<file path="config.mk">
export PLATFORM = sky130hd
export DESIGN_NAME = wb_port_arbiter_flat
export DESIGN_NICKNAME = d
export VERILOG_FILES = /design/src/rtl/wb_arb_pkg.sv /design/src/rtl/wb_port_arbiter_if.sv /design/src/rtl/wb_result_fifo.sv /design/src/rtl/wb_port_arbiter.sv /design/src/flat_wrapper.sv
export SDC_FILE = /design/constraint.sdc
export NUM_CORES = 1
export LEC_CHECK = 0
export ABC_CLOCK_PERIOD_IN_PS = 4200
export CAP_MARGIN = 20
export CORE_UTILIZATION = 40
export DETAILED_ROUTE_END_ITERATION = 8
export GPL_TIMING_DRIVEN = 1
export PLACE_DENSITY_LB_ADDON = 0.3
export REMOVE_ABC_BUFFERS = 1
export SYNTH_ARGS = -nofsm -noshare
export SYNTH_HDL_FRONTEND = slang
export SYNTH_SLANG_ARGS = --single-unit
</file>
<file path="constraint.sdc">
create_clock -name Clock -period 4.2 [get_ports Clock]
set_input_delay 1.26 -clock Clock [delete_from_list [all_inputs] [get_ports Clock]]
set_output_delay 1.26 -clock Clock [all_outputs]
set_load 0.01 [all_outputs]
</file>
<file path="src/rtl/wb_arb_pkg.sv">
// Shared types for the register-file write-port arbiter.
package wb_arb_pkg;

    localparam int REG_ADDR_W = 5;
    localparam int DATA_W     = 32;

    typedef struct packed {
        logic [REG_ADDR_W-1:0] rd;
        logic [DATA_W-1:0]     data;
    } wb_req_t;

    typedef enum logic [1:0] {
        IDLE    = 2'd0,
        PENDING = 2'd1,
        FORCE   = 2'd2
    } wb_arb_state_t;

    // $0 is hardwired, so a write there is never a real write.
    function automatic logic is_live(input logic [REG_ADDR_W-1:0] rd);
        return rd != '0;
    endfunction

endpackage

</file>
<file path="src/rtl/wb_port_arbiter_if.sv">
// Write-back / MDU / register-file / hazard-query signal bundle for wb_port_arbiter.
interface wb_port_arbiter_if #(
    parameter int PTR_W = 2
);
    logic                              WB_RegWrite;
    logic [wb_arb_pkg::REG_ADDR_W-1:0] WB_WriteReg;
    logic [wb_arb_pkg::DATA_W-1:0]     WB_WriteData;
    logic                              MDU_Valid;
    logic                              MDU_Ready;
    logic [wb_arb_pkg::REG_ADDR_W-1:0] MDU_WriteReg;
    logic [wb_arb_pkg::DATA_W-1:0]     MDU_WriteData;
    logic                              RF_RegWrite;
    logic [wb_arb_pkg::REG_ADDR_W-1:0] RF_WriteReg;
    logic [wb_arb_pkg::DATA_W-1:0]     RF_WriteData;
    logic                              WB_Stall;
    logic [PTR_W:0]                    Pending_Count;
    logic [wb_arb_pkg::REG_ADDR_W-1:0] Query_Reg;
    logic                              Query_Hit;

    modport master (
        output WB_RegWrite, WB_WriteReg, WB_WriteData,
        output MDU_Valid, MDU_WriteReg, MDU_WriteData, Query_Reg,
        input  MDU_Ready, RF_RegWrite, RF_WriteReg, RF_WriteData,
        input  WB_Stall, Pending_Count, Query_Hit
    );

    modport slave (
        input  WB_RegWrite, WB_WriteReg, WB_WriteData,
        input  MDU_Valid, MDU_WriteReg, MDU_WriteData, Query_Reg,
        output MDU_Ready, RF_RegWrite, RF_WriteReg, RF_WriteData,
        output WB_Stall, Pending_Count, Query_Hit
    );

endinterface

</file>
<file path="src/rtl/wb_result_fifo.sv">
// Small in-order FIFO of pending long-latency results with a parallel
// destination-register match for the hazard unit.
module wb_result_fifo
    import wb_arb_pkg::*;
#(
    parameter int DEPTH = 4,
    parameter int PTR_W = 2
) (
    input  logic                  i_clk,
    input  logic                  i_rst,
    input  logic                  i_push,
    input  logic                  i_pop,
    input  wb_req_t               i_req,
    output wb_req_t               o_head,
    output logic [PTR_W:0]        o_count,
    input  logic [REG_ADDR_W-1:0] i_query_reg,
    output logic                  o_query_hit
);

    wb_req_t          r_mem [DEPTH];
    logic [DEPTH-1:0] r_vld;
    logic [PTR_W-1:0] r_wr_ptr;
    logic [PTR_W-1:0] r_rd_ptr;
    logic [PTR_W:0]   r_count;
    logic [DEPTH-1:0] w_match;

    always_ff @(posedge i_clk or posedge i_rst) begin
        if (i_rst) begin
            r_wr_ptr <= '0;
            r_rd_ptr <= '0;
            r_count  <= '0;
            r_vld    <= '0;
        end else begin
            if (i_pop) begin
                r_rd_ptr        <= r_rd_ptr + PTR_W'(1);
                r_vld[r_rd_ptr] <= 1'b0;
            end
            if (i_push) begin
                r_wr_ptr        <= r_wr_ptr + PTR_W'(1);
                r_vld[r_wr_ptr] <= 1'b1;
            end
            if (i_push && !i_pop)
                r_count <= r_count + (PTR_W+1)'(1);
            else if (!i_push && i_pop)
                r_count <= r_count - (PTR_W+1)'(1);
        end
    end

    // Payload needs no reset: r_vld qualifies every use of it.
    always_ff @(posedge i_clk) begin
        if (i_push) r_mem[r_wr_ptr] <= i_req;
    end

    for (genvar g = 0; g < DEPTH; g++) begin : g_match
        assign w_match[g] = r_vld[g] && (r_mem[g].rd == i_query_reg);
    end

    assign o_head      = r_mem[r_rd_ptr];
    assign o_count     = r_count;
    assign o_query_hit = is_live(i_query_reg) && (|w_match);

endmodule

</file>
<file path="src/rtl/wb_port_arbiter.sv">
// Register-file write-port arbiter: pipeline write-back wins, buffered MDU results
// fill idle slots, starvation forces a one-cycle stall. Optional: WB_ARB_BYPASS_EN.
module wb_port_arbiter
    import wb_arb_pkg::*;
#(
    parameter int DEPTH        = 4,
    parameter int PTR_W        = 2,
    parameter int STARVE_LIMIT = 8
) (
    input  logic             Clock,
    input  logic             Reset,
    wb_port_arbiter_if.slave bus
);

    localparam int             SC_W       = $clog2(STARVE_LIMIT);
    localparam logic [SC_W-1:0] STARVE_MAX = SC_W'(STARVE_LIMIT - 1);
    localparam logic [PTR_W:0]  FULL       = (PTR_W+1)'(DEPTH);

    wb_arb_state_t        r_state, w_state_nxt;
    logic [SC_W-1:0]      r_starve, w_starve_nxt;
    logic [PTR_W:0]       w_count, w_count_nxt;
    wb_req_t              w_head, w_mdu_req;
    logic                 w_pipe_wr, w_ready, w_push, w_enq, w_pop, w_bypass;
    logic                 w_rf_we, w_stall;
    logic [REG_ADDR_W-1:0] w_rf_reg;
    logic [DATA_W-1:0]    w_rf_data;

    assign w_pipe_wr = bus.WB_RegWrite && is_live(bus.WB_WriteReg);
    assign w_ready   = (w_count < FULL);
    assign w_push    = bus.MDU_Valid && w_ready;
    assign w_mdu_req = '{rd: bus.MDU_WriteReg, data: bus.MDU_WriteData};

`ifdef WB_ARB_BYPASS_EN
    assign w_bypass = w_push && (w_count == '0) && (r_state != FORCE) && !w_pipe_wr
                      && is_live(bus.MDU_WriteReg);
`else
    assign w_bypass = 1'b0;
`endif

    // $0 results complete the handshake but never occupy a slot.
    assign w_enq = w_push && is_live(bus.MDU_WriteReg) && !w_bypass;

    wb_result_fifo #(
        .DEPTH (DEPTH),
        .PTR_W (PTR_W)
    ) u_fifo (
        .i_clk       (Clock),
        .i_rst       (Reset),
        .i_push      (w_enq),
        .i_pop       (w_pop),
        .i_req       (w_mdu_req),
        .o_head      (w_head),
        .o_count     (w_count),
        .i_query_reg (bus.Query_Reg),
        .o_query_hit (bus.Query_Hit)
    );

    always_comb begin
        w_rf_we   = 1'b0;
        w_rf_reg  = '0;
        w_rf_data = '0;
        w_stall   = 1'b0;
        w_pop     = 1'b0;
        if (!Reset) begin
            if (r_state == FORCE) begin
                w_stall   = 1'b1;
                w_pop     = 1'b1;
                w_rf_we   = 1'b1;
                w_rf_reg  = w_head.rd;
                w_rf_data = w_head.data;
            end else if (w_pipe_wr) begin
                w_rf_we   = 1'b1;
                w_rf_reg  = bus.WB_WriteReg;
                w_rf_data = bus.WB_WriteData;
            end else if (w_count != '0) begin
                w_pop     = 1'b1;
                w_rf_we   = 1'b1;
                w_rf_reg  = w_head.rd;
                w_rf_data = w_head.data;
            end else if (w_bypass) begin
                w_rf_we   = 1'b1;
                w_rf_reg  = bus.MDU_WriteReg;
                w_rf_data = bus.MDU_WriteData;
            end
        end
    end

    always_comb begin
        w_count_nxt = w_count;
        if (w_enq && !w_pop)
            w_count_nxt = w_count + (PTR_W+1)'(1);
        else if (!w_enq && w_pop)
            w_count_nxt = w_count - (PTR_W+1)'(1);
    end

    always_comb begin
        w_starve_nxt = r_starve;
        w_state_nxt  = r_state;
        if (w_pop || w_count == '0)
            w_starve_nxt = '0;
        else if (r_starve != STARVE_MAX)
            w_starve_nxt = r_starve + SC_W'(1);
        // Head has waited its limit and still lost the port: steal the next slot.
        if (w_count != '0 && !w_pop && r_starve == STARVE_MAX)
            w_state_nxt = FORCE;
        else if (w_count_nxt != '0)
            w_state_nxt = PENDING;
        else
            w_state_nxt = IDLE;
    end

    always_ff @(posedge Clock or posedge Reset) begin
        if (Reset) begin
            r_state  <= IDLE;
            r_starve <= '0;
        end else begin
            r_state  <= w_state_nxt;
            r_starve <= w_starve_nxt;
        end
    end

    assign bus.MDU_Ready     = w_ready;
    assign bus.RF_RegWrite   = w_rf_we;
    assign bus.RF_WriteReg   = w_rf_reg;
    assign bus.RF_WriteData  = w_rf_data;
    assign bus.WB_Stall      = w_stall;
    assign bus.Pending_Count = w_count;

endmodule

</file>
<file path="src/flat_wrapper.sv">
// flat-port wrapper written by rule: the top's interface ports become plain ports
module wb_port_arbiter_flat import wb_arb_pkg::*;
#(
    parameter int DEPTH        = 4,
    parameter int PTR_W        = 2,
    parameter int STARVE_LIMIT = 8
)
  (Clock, Reset, bus_WB_RegWrite, bus_WB_WriteReg, bus_WB_WriteData, bus_MDU_Valid, bus_MDU_WriteReg, bus_MDU_WriteData, bus_Query_Reg, bus_MDU_Ready, bus_RF_RegWrite, bus_RF_WriteReg, bus_RF_WriteData, bus_WB_Stall, bus_Pending_Count, bus_Query_Hit);
  wb_port_arbiter_if #(.PTR_W(PTR_W)) bus_i ();
  input  logic Clock;
  input  logic Reset;
  input wire logic [$bits(bus_i.WB_RegWrite)-1:0] bus_WB_RegWrite;
  input wire logic [$bits(bus_i.WB_WriteReg)-1:0] bus_WB_WriteReg;
  input wire logic [$bits(bus_i.WB_WriteData)-1:0] bus_WB_WriteData;
  input wire logic [$bits(bus_i.MDU_Valid)-1:0] bus_MDU_Valid;
  input wire logic [$bits(bus_i.MDU_WriteReg)-1:0] bus_MDU_WriteReg;
  input wire logic [$bits(bus_i.MDU_WriteData)-1:0] bus_MDU_WriteData;
  input wire logic [$bits(bus_i.Query_Reg)-1:0] bus_Query_Reg;
  output wire logic [$bits(bus_i.MDU_Ready)-1:0] bus_MDU_Ready;
  output wire logic [$bits(bus_i.RF_RegWrite)-1:0] bus_RF_RegWrite;
  output wire logic [$bits(bus_i.RF_WriteReg)-1:0] bus_RF_WriteReg;
  output wire logic [$bits(bus_i.RF_WriteData)-1:0] bus_RF_WriteData;
  output wire logic [$bits(bus_i.WB_Stall)-1:0] bus_WB_Stall;
  output wire logic [$bits(bus_i.Pending_Count)-1:0] bus_Pending_Count;
  output wire logic [$bits(bus_i.Query_Hit)-1:0] bus_Query_Hit;
  assign bus_i.WB_RegWrite = bus_WB_RegWrite;
  assign bus_i.WB_WriteReg = bus_WB_WriteReg;
  assign bus_i.WB_WriteData = bus_WB_WriteData;
  assign bus_i.MDU_Valid = bus_MDU_Valid;
  assign bus_i.MDU_WriteReg = bus_MDU_WriteReg;
  assign bus_i.MDU_WriteData = bus_MDU_WriteData;
  assign bus_i.Query_Reg = bus_Query_Reg;
  assign bus_MDU_Ready = bus_i.MDU_Ready;
  assign bus_RF_RegWrite = bus_i.RF_RegWrite;
  assign bus_RF_WriteReg = bus_i.RF_WriteReg;
  assign bus_RF_WriteData = bus_i.RF_WriteData;
  assign bus_WB_Stall = bus_i.WB_Stall;
  assign bus_Pending_Count = bus_i.Pending_Count;
  assign bus_Query_Hit = bus_i.Query_Hit;
  wb_port_arbiter #(.DEPTH(DEPTH), .PTR_W(PTR_W), .STARVE_LIMIT(STARVE_LIMIT)) u_core (.Clock(Clock), .Reset(Reset), .bus(bus_i));
endmodule
</file>
[Word level (Yosys, flattened, before mapping)]
Memories as Yosys holds them, arrays and structs flattened.
Index checks and enable logic that the tools add are counted.
Operators by class
  $add $sub $neg: 5
  magnitude comparators: 5
  equality and inequality tests: 7
  mux-type cells: 31
  bitwise logic cells: 3
  reduce and logical (&&, ||, !) cells: 25
Operators with widths (count)
  two-way mux 32 bit: 4
  == test 5 bit: 4
  two-way mux 5 bit: 4
  nonzero test 5 bit: 3
  logical AND 1 bit: 14
  two-way mux 1 bit: 14
  two-way mux 3 bit: 4
  two-way mux 4 bit: 2
  adder 3 x 1 -> 3 bit, second input constant: 2
  less-than comparator 2 x 3 -> 1 bit, second input constant: 2
  nonzero test 3 bit: 2
  adder 2 x 1 -> 2 bit, second input constant: 2
  AND 4 bit: 1
  demux 1 bit (select 2 bit): 2
  >= comparator 2 x 1 -> 1 bit, second input constant: 2
  NOT 4 bit: 1
  OR 4 bit: 1
  OR reduction 4 bit: 1
  == test 3 bit, second input constant: 1
  logical NOT 3 bit: 1
  less-than comparator 3 bit, second input constant: 1
  != test 3 bit, second input constant: 1
  subtractor 3 x 1 -> 3 bit, second input constant: 1
  == test 2 bit, second input constant: 1
  4 further kinds: 5
Storage, ports and cells
  register bits: 16
  memory bits (writable): 148
  output and inout port bits: 44
  logic and storage cells: 83
  memories kept: 1
Memory list
  u_core.u_fifo.r_mem: words 4, width 37, read ports 5, clocked after Yosys merged registers in 0, wr ports 1, line wb_result_fifo.sv:20  | wb_req_t r_mem [DEPTH];

[Longest topological paths before layout]
  word-level depth: 11
  gate-level depth with buffers: 9
  gate-level depth less buffers: 8

[Modules after synthesis]
A second synthesis with hierarchy kept.
Second synthesis, totals
  cell total of the unflattened synthesis: 373
  area total of the unflattened synthesis: 7075.5 um^2
By module, submodules not included
  wb_result_fifo: times used 1, cells an instance 281, area each 6209.7 um^2, sequential area each 4719.5 um^2
  wb_port_arbiter: times used 1, cells an instance 92, area each 865.8 um^2, sequential area each 125.1 um^2

[Least setup slack after synthesis]
OpenSTA, ideal clock, no wires.
  kind: input -> output
  start: input port Reset
  end: output port bus_RF_WriteData[10]
  arrival: 2.647 ns
  path slack: 0.293 ns
  cell stages on the path: 5
  buffers on the path: 1
  cells stage by stage: inv_1 -> nand2_1 -> nor2_1 -> clkbuf_1 -> a22o_1
Between the ends
  cells in the longest elaborated chain, start to end: 1
RTL lines
  start, declared: line flat_wrapper.sv:11  | input logic Reset;
  two-way mux 32 bit: line wb_port_arbiter.sv:64  | if (!Reset) begin
  end, declared: line flat_wrapper.sv:22  | output wire logic [$bits(bus_i.RF_WriteData)-1:0] bus_RF_WriteData;
No other way between the ends.

[Worst setup path after layout]
  start: input port Reset
  end: output port bus_RF_WriteData[21]
The elaborated chain is that of the path after synthesis.

==> metrics.txt <==
status=complete, no violations; n_diodes=0; Avg Vias per Cell=5.21; Final Cycle Share=98.6%; critical path class=input port to output port; Worst-path clk slew=0.06 ns; post-synth top area share=64.4%; global-route wire length before repair=24.4 mm; largest area contributor in the netlist=edfxtp_1; Hold WS=between 0.5 and 0.6 ns; startpoint types=input port; setup TNS=0 ns; Setup violations, final=0; die area=approximately 0.018 mm^2; DRC viols=0; crit path DAT=2.88 ns; Post-DRT Antenna Nets=0; syn avg cell area=roughly 19 um^2; Fmax=about 240 MHz; CTS tree=built; routability congestion estimate from global placement=between 0.8 and 0.9; post-synthesis sequential area ratio=70.2%; Main synth FF type=edfxtp_1; endpoints failing hold=0; Synth Instances=367; Synth cell types=40; Post-synth EDFFs=148; Clock Skew=0.00619 ns; initial antenna violation count=0; worst skew pair latency=0.42 ns; IR drop worst, VDD=0.000240 V; drt pass-1 iters=4; CP required=~3 ns; Core Region=about 0.017 mm^2; Final Critical Period=between 4 and 5 ns; largest net degree at the start of global routing=28; Num CTS Buffers=17; violation count after the first detailed-route iteration=181; clk buf depth=2; worst-margin pin slew=0.525 ns; die span in y=133 um; vias in the first global route=4,271; detailed placement HPWL=9.59 mm; Final Max Tran Viols=0; # Max-Cap Violations=0; GRT overflow=0; async set-or-reset flop fraction in the synthesized netlist=around 9.8%; CTS sink count=164; Hold Crit Class=flop to flop; CTS hold repair buffers=0; root buffer cell=clkbuf_16; Rel. slew slack=65.0%; die width=133 um; cell area after synthesis=slightly below 0.007 mm^2; CP max FO=18; # IOs=127; Nets=approximately 630; Power Density=576 mW/mm^2; Pleak=between 0.003 and 0.004 uW; port bufs=126; FP Rows=47; gr usage total=between 10% and 20%; Initial Util=41.3%; H-tree levels=4; synthesis-stage register bit count=164; top cells by area, synth=edfxtp_1 64%, mux4_2 12%, dfrtp_1 5.8%; most frequent cell after synthesis=edfxtp_1; WL/cell=20.5 um; synth warn=0; drt total wl=approximately 16 mm; Area Overhead vs Synth=36.9%; Post-synth top cells=148 x edfxtp_1, 37 x a22o_1, 37 x mux4_2, 17 x xor2_1, 16 x dfrtp_1; DR vias=4,004; CP Capture Type=output port; fraction of layout cells with a size suffix above 1=29.2%
[power breakdown]
part | switching [uW] | total (uW) | internal, uW
registers | 166 | 2240 | 2080
logic | 775 | 1690 | 919
clock network | 584 | 1510 | 923
[cell type report]
type                    instances  area, um^2
clock buffers                  20         437
clock inverters                11         136
fillers                      1318        7250
inverters                       9        33.8
multi-input cells             173        1960
flip-flops and latches        164        4850
well taps                     220         275
repair buffers                171        1760
[cells in the final DEF (no fill, tap or decap), types with 3 or more instances in the layout]
cell,n
mux4_2,37
clkbuf_2,3
nand3_1,5
buf_6,6
edfxtp_1,148
clkinv_1,3
o21ai_0,3
and2_2,4
clkbuf_16,17
buf_2,24
nor2_1,6
nand2_1,10
ha_1,13
xnor2_1,7
clkdlybuf4s15_2,11
dlygate4sd2_1,8
xor2_1,17
buf_4,20
inv_1,9
bufinv_16,3
buf_16,3
a22o_1,37
dfrtp_1,14
clkbuf_1,3
a21o_1,4
nor4_1,3
clkdlybuf4s50_1,78
buf_12,16
[cells by family (layout without fill, tap and decap cells)]
group	after synthesis	in the layout	synth area share [%]
XOR/XNOR	25	25	3.28
flip-flops	164	164	70.2
AND/OR/NAND/NOR	39	40	3.17
buffers and inverters	31	211	1.96
AO/OA/AOI/OAI	55	55	6.51
multiplexers	39	39	12.4
adder cells (fa/ha/maj)	14	14	2.50
[path summary, 6_finish.rpt]
path                                          startpoint                        end  slack [ns]  depth (start not counted)
worst max register to register  u_core.u_fifo.o_count[0]          u_core.r_state[0]        1.47                         12
worst max-delay path                               Reset       bus_RF_WriteData[21]        0.06                          9
worst min register to register    u_core.u_fifo.r_vld[0]     u_core.u_fifo.r_vld[0]        0.51                          1
worst min-delay path              u_core.u_fifo.r_vld[0]     u_core.u_fifo.r_vld[0]        0.51                          1
max in group asynchronous                          Reset  u_core.u_fifo.r_rd_ptr[1]        2.82                          3
min in group asynchronous                          Reset          u_core.r_state[0]        1.22                          3
[per-layer routing]
| layer | GRT usage, % | vias to the layer above | wire length [um] |
|---|---|---|---|
| li1 | - | 1833 | - |
| met1 | 25.3 | 2036 | 6890 |
| met2 | 30.7 | 119 | 7770 |
| met3 | 4.38 | 16 | 801 |
| met4 | 6.76 | 0 | 251 |
| met5 | 0 | - | 0 |
[state kept, by name, indices dropped and copies added (netlist names)]
signal,flops
u_core.r_state,2
u_core.r_starve,3
u_core.u_fifo.r_rd_ptr,2
u_core.u_fifo.r_mem,148
u_core.u_fifo.r_wr_ptr,2
u_core.u_fifo.o_count,3
u_core.u_fifo.r_vld,4
[critical path, cell delays in order]
cell and delay, ns:
clkdlybuf4s50_1 0.48, inv_1 0.08, buf_8 0.16, o21a_4 0.16
buf_12 0.14, buf_12 0.13, buf_4 0.14, a22o_1 0.19
buf_2 0.13
[metrics by stage]
stage | instances | worst slack (ns) | power (uW) | utilization, % | instance area (um^2)
2_1_floorplan | 345 | -0.346 | 3200 | - | 6800
3_3_place_gp | 718 | -0.703 | 3920 | 52.1 | 8700
3_5_place_dp | 718 | -0.806 | 3980 | 52.1 | 8700
4_1_cts | 769 | 0.000451 | 5510 | 56.6 | 9460
5_1_grt | 768 | -0.00546 | 5710 | 56.6 | 9450
6_report | 768 | 0.0576 | 5440 | 56.6 | 9450
[timing repair]
item	4_1_cts	5_1_grt
pin swaps	8	2
setup endpoints to repair	39	20
gates resized for setup	159	10
gates cloned	4	0
setup buffers	16	0
hold endpoints to repair	0	0
No activity file was read; power rests on OpenSTA's default activity.
